## src/rtl/int_sequencer_pkg.sv

```systemverilog
`default_nettype none
// ============================================================================
//  Module      : int_sequencer_pkg
//  Description : Shared constants for the interrupt-entry sequencer: state
//                encoding, count step values and default vector address.
//  Revision    : 1.0  initial release
// ============================================================================
package int_sequencer_pkg;

    // Sequencer state encoding (3 bits)
    localparam logic [2:0] c_ST_IDLE   = 3'd0;
    localparam logic [2:0] c_ST_PC_HI  = 3'd1;
    localparam logic [2:0] c_ST_PC_LO  = 3'd2;
    localparam logic [2:0] c_ST_FLAGS  = 3'd3;
    localparam logic [2:0] c_ST_VEC_RD = 3'd4;
    localparam logic [2:0] c_ST_VEC_LD = 3'd5;

    // Step numbers reported to the hazard detection unit
    localparam logic [1:0] c_CNT_IDLE  = 2'd0;
    localparam logic [1:0] c_CNT_PC_HI = 2'd1;
    localparam logic [1:0] c_CNT_PC_LO = 2'd2;
    localparam logic [1:0] c_CNT_TAIL  = 2'd3;

    // Memory address holding the handler entry point
    localparam int unsigned c_VEC_ADDR_DEFAULT = 0;

endpackage
`default_nettype wire

```

## src/rtl/int_sequencer_if.sv

```systemverilog
`default_nettype none
// ============================================================================
//  Module      : int_sequencer_if
//  Description : Bundle between the interrupt sequencer, the pipeline/HDU
//                and the memory stage. The sequencer is the master.
//                The HDU "int" signal is named int_active because int is a
//                reserved word.
//  Revision    : 1.0  initial release
// ============================================================================
interface int_sequencer_if #(
    parameter int DATA_W = 16,
    parameter int PC_W   = 32,
    parameter int FLAG_W = 3
);
    // Pipeline / environment inputs to the sequencer
    logic              int_req;
    logic              stall;
    logic              branch_out;
    logic              ret;
    logic              rti_done;
    logic [PC_W-1:0]   pc_in;
    logic [FLAG_W-1:0] flags_in;
    logic [DATA_W-1:0] vec_data;

    // Sequencer outputs
    logic              int_active;
    logic [1:0]        count;
    logic              push_en;
    logic [DATA_W-1:0] push_data;
    logic              vec_rd;
    logic [DATA_W-1:0] vec_addr;
    logic              pc_load;
    logic [PC_W-1:0]   pc_load_val;
    logic              in_isr;

    modport master (
        input  int_req, stall, branch_out, ret, rti_done, pc_in, flags_in, vec_data,
        output int_active, count, push_en, push_data, vec_rd, vec_addr,
               pc_load, pc_load_val, in_isr
    );

    modport slave (
        output int_req, stall, branch_out, ret, rti_done, pc_in, flags_in, vec_data,
        input  int_active, count, push_en, push_data, vec_rd, vec_addr,
               pc_load, pc_load_val, in_isr
    );

endinterface
`default_nettype wire

```

## src/rtl/int_sequencer.sv

```systemverilog
`default_nettype none
// ============================================================================
//  Module      : int_sequencer
//  Description : Interrupt-entry sequencer. Latches an interrupt request,
//                waits for a quiet pipeline, pushes the return PC (hi, lo)
//                and flags, reads the handler vector and loads the PC.
//                All control outputs are registered alongside the state.
//  Revision    : 1.0  initial release
// ============================================================================
module int_sequencer
    import int_sequencer_pkg::*;
#(
    parameter int          DATA_W   = 16,
    parameter int          PC_W     = 32,
    parameter int          FLAG_W   = 3,
    parameter int unsigned VEC_ADDR = c_VEC_ADDR_DEFAULT
) (
    input  wire logic        clk,
    input  wire logic        rst,
    int_sequencer_if.master  bus
);

    logic [2:0]        r_state;
    logic              r_pending;
    logic              r_in_isr;
    logic [DATA_W-1:0] r_ret_pc_lo;   // hi word is pushed straight from pc_in
    logic [FLAG_W-1:0] r_sav_flags;
    logic              r_int;
    logic [1:0]        r_count;
    logic              r_push_en;
    logic [DATA_W-1:0] r_push_data;
    logic              r_vec_rd;
    logic              r_pc_load;

    logic              w_quiet;
    logic              w_enter;

    // Entry needs a latched request, unmasked, with nothing in flight
    assign w_quiet = !bus.stall && !bus.branch_out && !bus.ret;
    assign w_enter = (r_state == c_ST_IDLE) && r_pending && !r_in_isr && w_quiet;

    // Request latch and handler mask; entry clears pending, last step masks
    always_ff @(posedge clk) begin
        if (rst) begin
            r_pending <= 1'b0;
            r_in_isr  <= 1'b0;
        end else begin
            if (w_enter) begin
                r_pending <= 1'b0;
            end else if (bus.int_req) begin
                r_pending <= 1'b1;
            end

            if (r_state == c_ST_VEC_LD) begin
                r_in_isr <= 1'b1;
            end else if (bus.rti_done) begin
                r_in_isr <= 1'b0;
            end
        end
    end

    // Sequencer FSM with outputs registered together with the next state
    always_ff @(posedge clk) begin
        if (rst) begin
            r_state     <= c_ST_IDLE;
            r_ret_pc_lo <= '0;
            r_sav_flags <= '0;
            r_int       <= 1'b0;
            r_count     <= c_CNT_IDLE;
            r_push_en   <= 1'b0;
            r_push_data <= '0;
            r_vec_rd    <= 1'b0;
            r_pc_load   <= 1'b0;
        end else begin
            r_push_en <= 1'b0;
            r_vec_rd  <= 1'b0;
            r_pc_load <= 1'b0;
            case (r_state)
                c_ST_IDLE: begin
                    if (w_enter) begin
                        r_state     <= c_ST_PC_HI;
                        r_ret_pc_lo <= bus.pc_in[DATA_W-1:0];
                        r_sav_flags <= bus.flags_in;
                        r_int       <= 1'b1;
                        r_count     <= c_CNT_PC_HI;
                        r_push_en   <= 1'b1;
                        r_push_data <= DATA_W'(bus.pc_in >> DATA_W);
                    end else begin
                        r_int   <= 1'b0;
                        r_count <= c_CNT_IDLE;
                    end
                end
                c_ST_PC_HI: begin
                    r_state     <= c_ST_PC_LO;
                    r_count     <= c_CNT_PC_LO;
                    r_push_en   <= 1'b1;
                    r_push_data <= r_ret_pc_lo;
                end
                c_ST_PC_LO: begin
                    r_state     <= c_ST_FLAGS;
                    r_count     <= c_CNT_TAIL;
                    r_push_en   <= 1'b1;
                    r_push_data <= {{(DATA_W-FLAG_W){1'b0}}, r_sav_flags};
                end
                c_ST_FLAGS: begin
                    r_state  <= c_ST_VEC_RD;
                    r_vec_rd <= 1'b1;
                end
                c_ST_VEC_RD: begin
                    r_state   <= c_ST_VEC_LD;
                    r_pc_load <= 1'b1;
                end
                c_ST_VEC_LD: begin
                    r_state <= c_ST_IDLE;
                    r_int   <= 1'b0;
                    r_count <= c_CNT_IDLE;
                end
                default: begin
                    r_state <= c_ST_IDLE;
                    r_int   <= 1'b0;
                    r_count <= c_CNT_IDLE;
                end
            endcase
        end
    end

    assign bus.int_active  = r_int;
    assign bus.count       = r_count;
    assign bus.push_en     = r_push_en;
    assign bus.push_data   = r_push_data;
    assign bus.vec_rd      = r_vec_rd;
    assign bus.vec_addr    = DATA_W'(VEC_ADDR);
    assign bus.pc_load     = r_pc_load;
    // Vector word arrives the cycle after vec_rd, i.e. during the pc_load pulse
    assign bus.pc_load_val = {{(PC_W-DATA_W){1'b0}}, bus.vec_data};
    assign bus.in_isr      = r_in_isr;

endmodule
`default_nettype wire

```

## src/flat_wrapper.sv

```systemverilog
// flat-port wrapper written by rule: the top's interface ports become plain ports
module int_sequencer_flat import int_sequencer_pkg::*;
#(
    parameter int          DATA_W   = 16,
    parameter int          PC_W     = 32,
    parameter int          FLAG_W   = 3,
    parameter int unsigned VEC_ADDR = c_VEC_ADDR_DEFAULT
)
  (clk, rst, bus_int_req, bus_stall, bus_branch_out, bus_ret, bus_rti_done, bus_pc_in, bus_flags_in, bus_vec_data, bus_int_active, bus_count, bus_push_en, bus_push_data, bus_vec_rd, bus_vec_addr, bus_pc_load, bus_pc_load_val, bus_in_isr);
  int_sequencer_if #(.DATA_W(DATA_W), .PC_W(PC_W), .FLAG_W(FLAG_W)) bus_i ();
  input  wire logic clk;
  input  wire logic rst;
  input wire logic [$bits(bus_i.int_req)-1:0] bus_int_req;
  input wire logic [$bits(bus_i.stall)-1:0] bus_stall;
  input wire logic [$bits(bus_i.branch_out)-1:0] bus_branch_out;
  input wire logic [$bits(bus_i.ret)-1:0] bus_ret;
  input wire logic [$bits(bus_i.rti_done)-1:0] bus_rti_done;
  input wire logic [$bits(bus_i.pc_in)-1:0] bus_pc_in;
  input wire logic [$bits(bus_i.flags_in)-1:0] bus_flags_in;
  input wire logic [$bits(bus_i.vec_data)-1:0] bus_vec_data;
  output wire logic [$bits(bus_i.int_active)-1:0] bus_int_active;
  output wire logic [$bits(bus_i.count)-1:0] bus_count;
  output wire logic [$bits(bus_i.push_en)-1:0] bus_push_en;
  output wire logic [$bits(bus_i.push_data)-1:0] bus_push_data;
  output wire logic [$bits(bus_i.vec_rd)-1:0] bus_vec_rd;
  output wire logic [$bits(bus_i.vec_addr)-1:0] bus_vec_addr;
  output wire logic [$bits(bus_i.pc_load)-1:0] bus_pc_load;
  output wire logic [$bits(bus_i.pc_load_val)-1:0] bus_pc_load_val;
  output wire logic [$bits(bus_i.in_isr)-1:0] bus_in_isr;
  assign bus_i.int_req = bus_int_req;
  assign bus_i.stall = bus_stall;
  assign bus_i.branch_out = bus_branch_out;
  assign bus_i.ret = bus_ret;
  assign bus_i.rti_done = bus_rti_done;
  assign bus_i.pc_in = bus_pc_in;
  assign bus_i.flags_in = bus_flags_in;
  assign bus_i.vec_data = bus_vec_data;
  assign bus_int_active = bus_i.int_active;
  assign bus_count = bus_i.count;
  assign bus_push_en = bus_i.push_en;
  assign bus_push_data = bus_i.push_data;
  assign bus_vec_rd = bus_i.vec_rd;
  assign bus_vec_addr = bus_i.vec_addr;
  assign bus_pc_load = bus_i.pc_load;
  assign bus_pc_load_val = bus_i.pc_load_val;
  assign bus_in_isr = bus_i.in_isr;
  int_sequencer #(.DATA_W(DATA_W), .PC_W(PC_W), .FLAG_W(FLAG_W), .VEC_ADDR(VEC_ADDR)) u_core (.clk(clk), .rst(rst), .bus(bus_i));
endmodule
```

## config.mk

```make
export PLATFORM = sky130hd
export DESIGN_NAME = int_sequencer_flat
export DESIGN_NICKNAME = d
export VERILOG_FILES = /design/src/rtl/int_sequencer_pkg.sv /design/src/rtl/int_sequencer_if.sv /design/src/rtl/int_sequencer.sv /design/src/flat_wrapper.sv
export SDC_FILE = /design/constraint.sdc
export NUM_CORES = 1
export LEC_CHECK = 0
export CORE_MARGIN = 5
export CORE_UTILIZATION = 56
export CTS_CLUSTER_SIZE = 14
export DETAILED_ROUTE_END_ITERATION = 12
export DONT_BUFFER_PORTS = 1
export PLACE_DENSITY_LB_ADDON = 0.3
export SYNTH_ARGS = -nofsm -noshare
export SYNTH_HDL_FRONTEND = slang
export SYNTH_SLANG_ARGS = --single-unit
```

## constraint.sdc

```tcl
create_clock -name clk -period 2.05 [get_ports clk]
set_clock_uncertainty 0.2 [all_clocks]
set_input_delay 0.41 -clock clk [delete_from_list [all_inputs] [get_ports clk]]
set_output_delay 0.41 -clock clk [all_outputs]
set_load 0.01 [all_outputs]
```

==> results.md, run 1 <==
- The congestion estimate from routability-driven global placement came to 0.780.
- The clock transition at the registers of the reported paths is 80 ps.
- After synthesis, flip-flops and latches occupy 38.6% of the total area.
- The root buffer cell chosen for the clock tree is sky130_fd_sc_hd__clkbuf_8.
- The transition at the pin with the smallest max-transition slack is 1010 ps.
- The power density over the cells is 738 nW/um^2.
- The normalized max-slew margin is 32.2%.
- The met1 wire length is 2030 um.
- After detailed routing, the average wire length per cell comes to 17.3 um.
- Combinational cells account for 12.2% of the total power.
- The share of synthesized area in the top cell type comes to 38.6%.
- The count of placed standard cells in the final layout, fillers left out is 293.
- The number of primary I/O pins is 129.
- The height of the die is 75.3 um.
- The final layout net count is 301.
- The uppermost layer routed is met4.
- Among all stages on the critical path, the largest delay is contributed by sky130_fd_sc_hd__or4b_4.
- The run finished with clean final reports.
- The static power due to leakage is 1.07 nW.
- The first detailed-routing pass ran for 4 iterations.
- Of the available clock period, the critical path in the final layout requires 93.0%.
- The post-route netlist has 8.64% of its cells at a drive strength greater than 1.
- The number of remaining DRC errors is 0.
- The post-synthesis simple-gate area fraction is 10.3%.
- The number of register bits inferred by synthesis is 46.
- The number of global-route vias before repair is 1527.
- Entering global routing, the biggest net connects 28 pins.
- The kind of end point of the critical path is a flop.
- The tool flagged a number of max-cap violations equal to 0.
- The maximum level of the CTS H-tree is 2.
- The mean post-synth cell area is 9.21 um^2.
- For the finished layout, the period the worst path requires is 1910 ps.
- After synthesis, the netlist uses 33 different library cells.
- Net switching is 26.1% of the power.
- The commonest cells after synthesis are sky130_fd_sc_hd__buf_4 (49), sky130_fd_sc_hd__dfxtp_1 (46), sky130_fd_sc_hd__nor2_1 (25), sky130_fd_sc_hd__a21oi_1 (19), sky130_fd_sc_hd__mux2i_1 (19).
- Yosys printed 0 warnings.
- The synthesized netlist devotes 0% of its cell area to adder and majority cells.
- sky130_fd_sc_hd__dfxtp_1 takes more of the synthesized area than any other cell.
- Setup repair after global routing left no endpoint under its margin.
- The overall routing resource usage is 18.4%.
- The wire length of the first global-routing pass is 7890 um.
- In this run the power spent charging and discharging nets is 0.444 mW.
- The area of the core is 4060 um^2.
- Registers are responsible for 58.1% of the overall power.
- In this run the worst hold path is classified as in -> reg.
- Measured along the x axis, the die boundary spans 75.3 um.
- The cell area after synthesis is 2380 um^2.
- The total met3 wirelength after detailed routing is 662 um.
- After floorplanning, the core was divided into 23 placement rows.
- The count of nets left with antenna violations once routing finished came out at 0.
- After the first detailed-routing iteration, the DRC count stood at 112.
- The count of mapped cells out of synthesis is 259.
- The CTS tree is built.
- The number of failing hold endpoints at the final stage came to 0.
- The post-layout utilization of the core is 56.8%.
- Summing the areas of all xor and xnor instances in the mapped netlist gives 0% of the synthesized area.
- Setup violations remaining at the end of the flow were counted as 0.
- The internal power is 1.26 mW.
- The critical path data required time is 2020 ps.
- The most used flip-flop cell after synthesis is sky130_fd_sc_hd__dfxtp_1.
- The longest clock path from root to sink contains 2 buffers.
- The area growth from synthesis to final layout is -3.36%.
- The proportion of synthesized area in mux cells is 8.45%.
- In the post-synthesis netlist, the cell with the most instances is sky130_fd_sc_hd__buf_4.
- After legalization and detailed placement, the total HPWL measured 3780 um.
- The cell family contributing the most delay on the critical path is simple AND/OR/NAND/NOR gates.
- The initial antenna violation count is 0.
- Summed over all layers, the global routing overflow is 0.
- The buffers plus inverters on the worst setup path is 1.
- Of all flip-flops after synthesis, the portion carrying an async set or reset was 0%.
- The effective utilization at floorplan is 58.8%.
- In this design, the stage delay of the slowest critical-path cell is 490 ps.
- The dominant combinational cell family by area after synthesis is compound AO/OA/AOI/OAI gates.
- For the worst-skew pair, the clock arrives at the later sink with an insertion delay of 280 ps.
- The count of input and output buffers is 0.
- The via-per-instance ratio is 5.68.
- The number of buffers inserted during clock tree synthesis is 5.
- STA puts the critical path data arrival time at 1880 ps.
- The final-report max-slew violation count is 0.
- The kind of critical path is reg -> reg.
- The number of placed instances, taps included, is 284.
- The largest fanout of any net on the critical path is 17.
- The die covers 5660 um^2.
- Wires add up to 5060 um.
- Sorting the synthesized cells by area gives the leading types as sky130_fd_sc_hd__dfxtp_1 (39%), sky130_fd_sc_hd__buf_4 (15%), sky130_fd_sc_hd__mux2i_1 (8.0%).
- The sum of met2 wire segment lengths after detailed routing is 2290 um.
- The signal on the critical path passes through or4b_4, a2111oi_4, or2_1, buf_12, a31oi_1.
- The critical path launch point type is a flop.
- The repair_antennas step left the layout with diodes totalling 0.
- The relative contribution of the clock network to total power is 29.7%.
- Summing the areas of all compound-gate instances in the mapped netlist gives 22.9% of the synthesized area.
- The highest attainable clock frequency is 525 MHz.
- The detailed router placed 1664 vias in this run.
- For this design, the sink count on the clock tree is 46.
- Across the VDD grid, the largest voltage drop is 0.451 mV.
- The number of setup buffers added after CTS is 0.
- The synthesized design contains 0 enable-type register cells.
final cells by class:
type	instances	area, um^2
sequential	46	921
fill	390	1750
tap	50	62.6
timing repair buffer	14	126
inverter	1	3.75
multi-input combinational	175	1110
clock buffer	7	76.3
final timing paths:
check,startpoint,to,slack [ps],depth (start not counted)
hold reg to reg,u_core.r_ret_pc_lo[1]$_SDFFE_PP0P_,u_core.r_ret_pc_lo[1]$_SDFFE_PP0P_,300,2
setup / recovery,u_core.r_pending$_SDFFE_PP0P_,u_core.bus.push_data[2]$_SDFFE_PP0P_,140,5
hold / removal,bus_int_req,u_core.r_pending$_SDFFE_PP0P_,60,1
setup reg to reg,u_core.r_pending$_SDFFE_PP0P_,u_core.bus.push_data[2]$_SDFFE_PP0P_,140,5
layer usage:
| layer | vias to the layer above | GRT usage [%] |
|---|---|---|
| met5 | - | 0 |
| met4 | 0 | 5.63 |
| met3 | 8 | 8.81 |
| met2 | 83 | 26.6 |
| met1 | 759 | 24.3 |
| li1 | 814 | - |
state kept, by name, summed over array words and instances (netlist names), 2 cells and up:
name	flops
u_core.r_state	3
u_core.bus.push_data	16
u_core.bus.count	2
u_core.r_ret_pc_lo	16
u_core.r_sav_flags	3
cells by family after synthesis:
| kind of cell | count (synthesis) |
|---|---|
| buf+inv | 69 |
| other cells | 1 |
| flops | 46 |
| mux | 20 |
| simple gates | 47 |
| compound gates | 76 |
cells in the final DEF, fill, tap and decap left out, drive strengths merged:
master | Yosys | final
mux2 | 1 | 1
dfxtp | 46 | 46
or4b | 1 | 1
a21o | 4 | 4
a2111oi | 2 | 2
nor4 | 1 | 1
buf | 54 | 12
nand2b | 1 | 1
nor4b | 1 | 1
a31oi | 3 | 3
dlygate4sd3 | 0 | 2
o31ai | 16 | 16
and2 | 2 | 2
nor3 | 1 | 1
or3 | 1 | 1
a22o | 13 | 13
nor2 | 25 | 25
a21oi | 19 | 19
nor2b | 2 | 2
a22oi | 13 | 13
o21ai | 5 | 5
nand4b | 1 | 1
mux2i | 19 | 19
clkinv | 1 | 1
nand2 | 2 | 2
nand3b | 7 | 7
or2 | 2 | 2
o211a | 1 | 1
conb | 1 | 32
clkbuf | 14 | 7
through the flow:
stage | total power, mW | TNS (ps) | cell area (um^2) | hold WS [ps] | setup slack (ps)
6_report | 1.70 | 0 | 2300 | 60.2 | 144
5_1_grt | 1.78 | 0 | 2300 | 37.5 | 24.5
4_1_cts | 1.72 | 0 | 2300 | 47.5 | 123
3_5_place_dp | 1.20 | 0 | 2200 | 285 | 57.2
2_1_floorplan | 1.24 | -949 | 2500 | 264 | -94.9
3_3_place_gp | 1.20 | 0 | 2200 | 276 | 78.2
power by group through the flow:
stage	Clock (mW)	Sequential, mW	Combinational (mW)
after floorplan	0	0.995	0.248
after global routing	0.553	0.995	0.236
after detailed placement	0	1.01	0.194
after CTS	0.520	0.990	0.206
final	0.505	0.988	0.208
after global placement	0	1.01	0.192
timing repair:
item / CTS / global route
setup endpoints to repair: 0 / 3
gates resized for setup: 0 / 1
hold buffers: 2 / 0
endpoints found under the hold margin: 27 / 0
Power figures use the tool's default switching activity.
==> inputs of run 2 (changes only) <==
- CAP_MARGIN: unset -> 20
==> results of run 2 <==
The final DEF is identical to that of run 1; final timing and power are the same.
==> inputs of run 3 (changes only) <==
- SLEW_MARGIN: unset -> 10
==> results of run 3 <==
The final DEF is identical to that of run 1; final timing and power are the same.
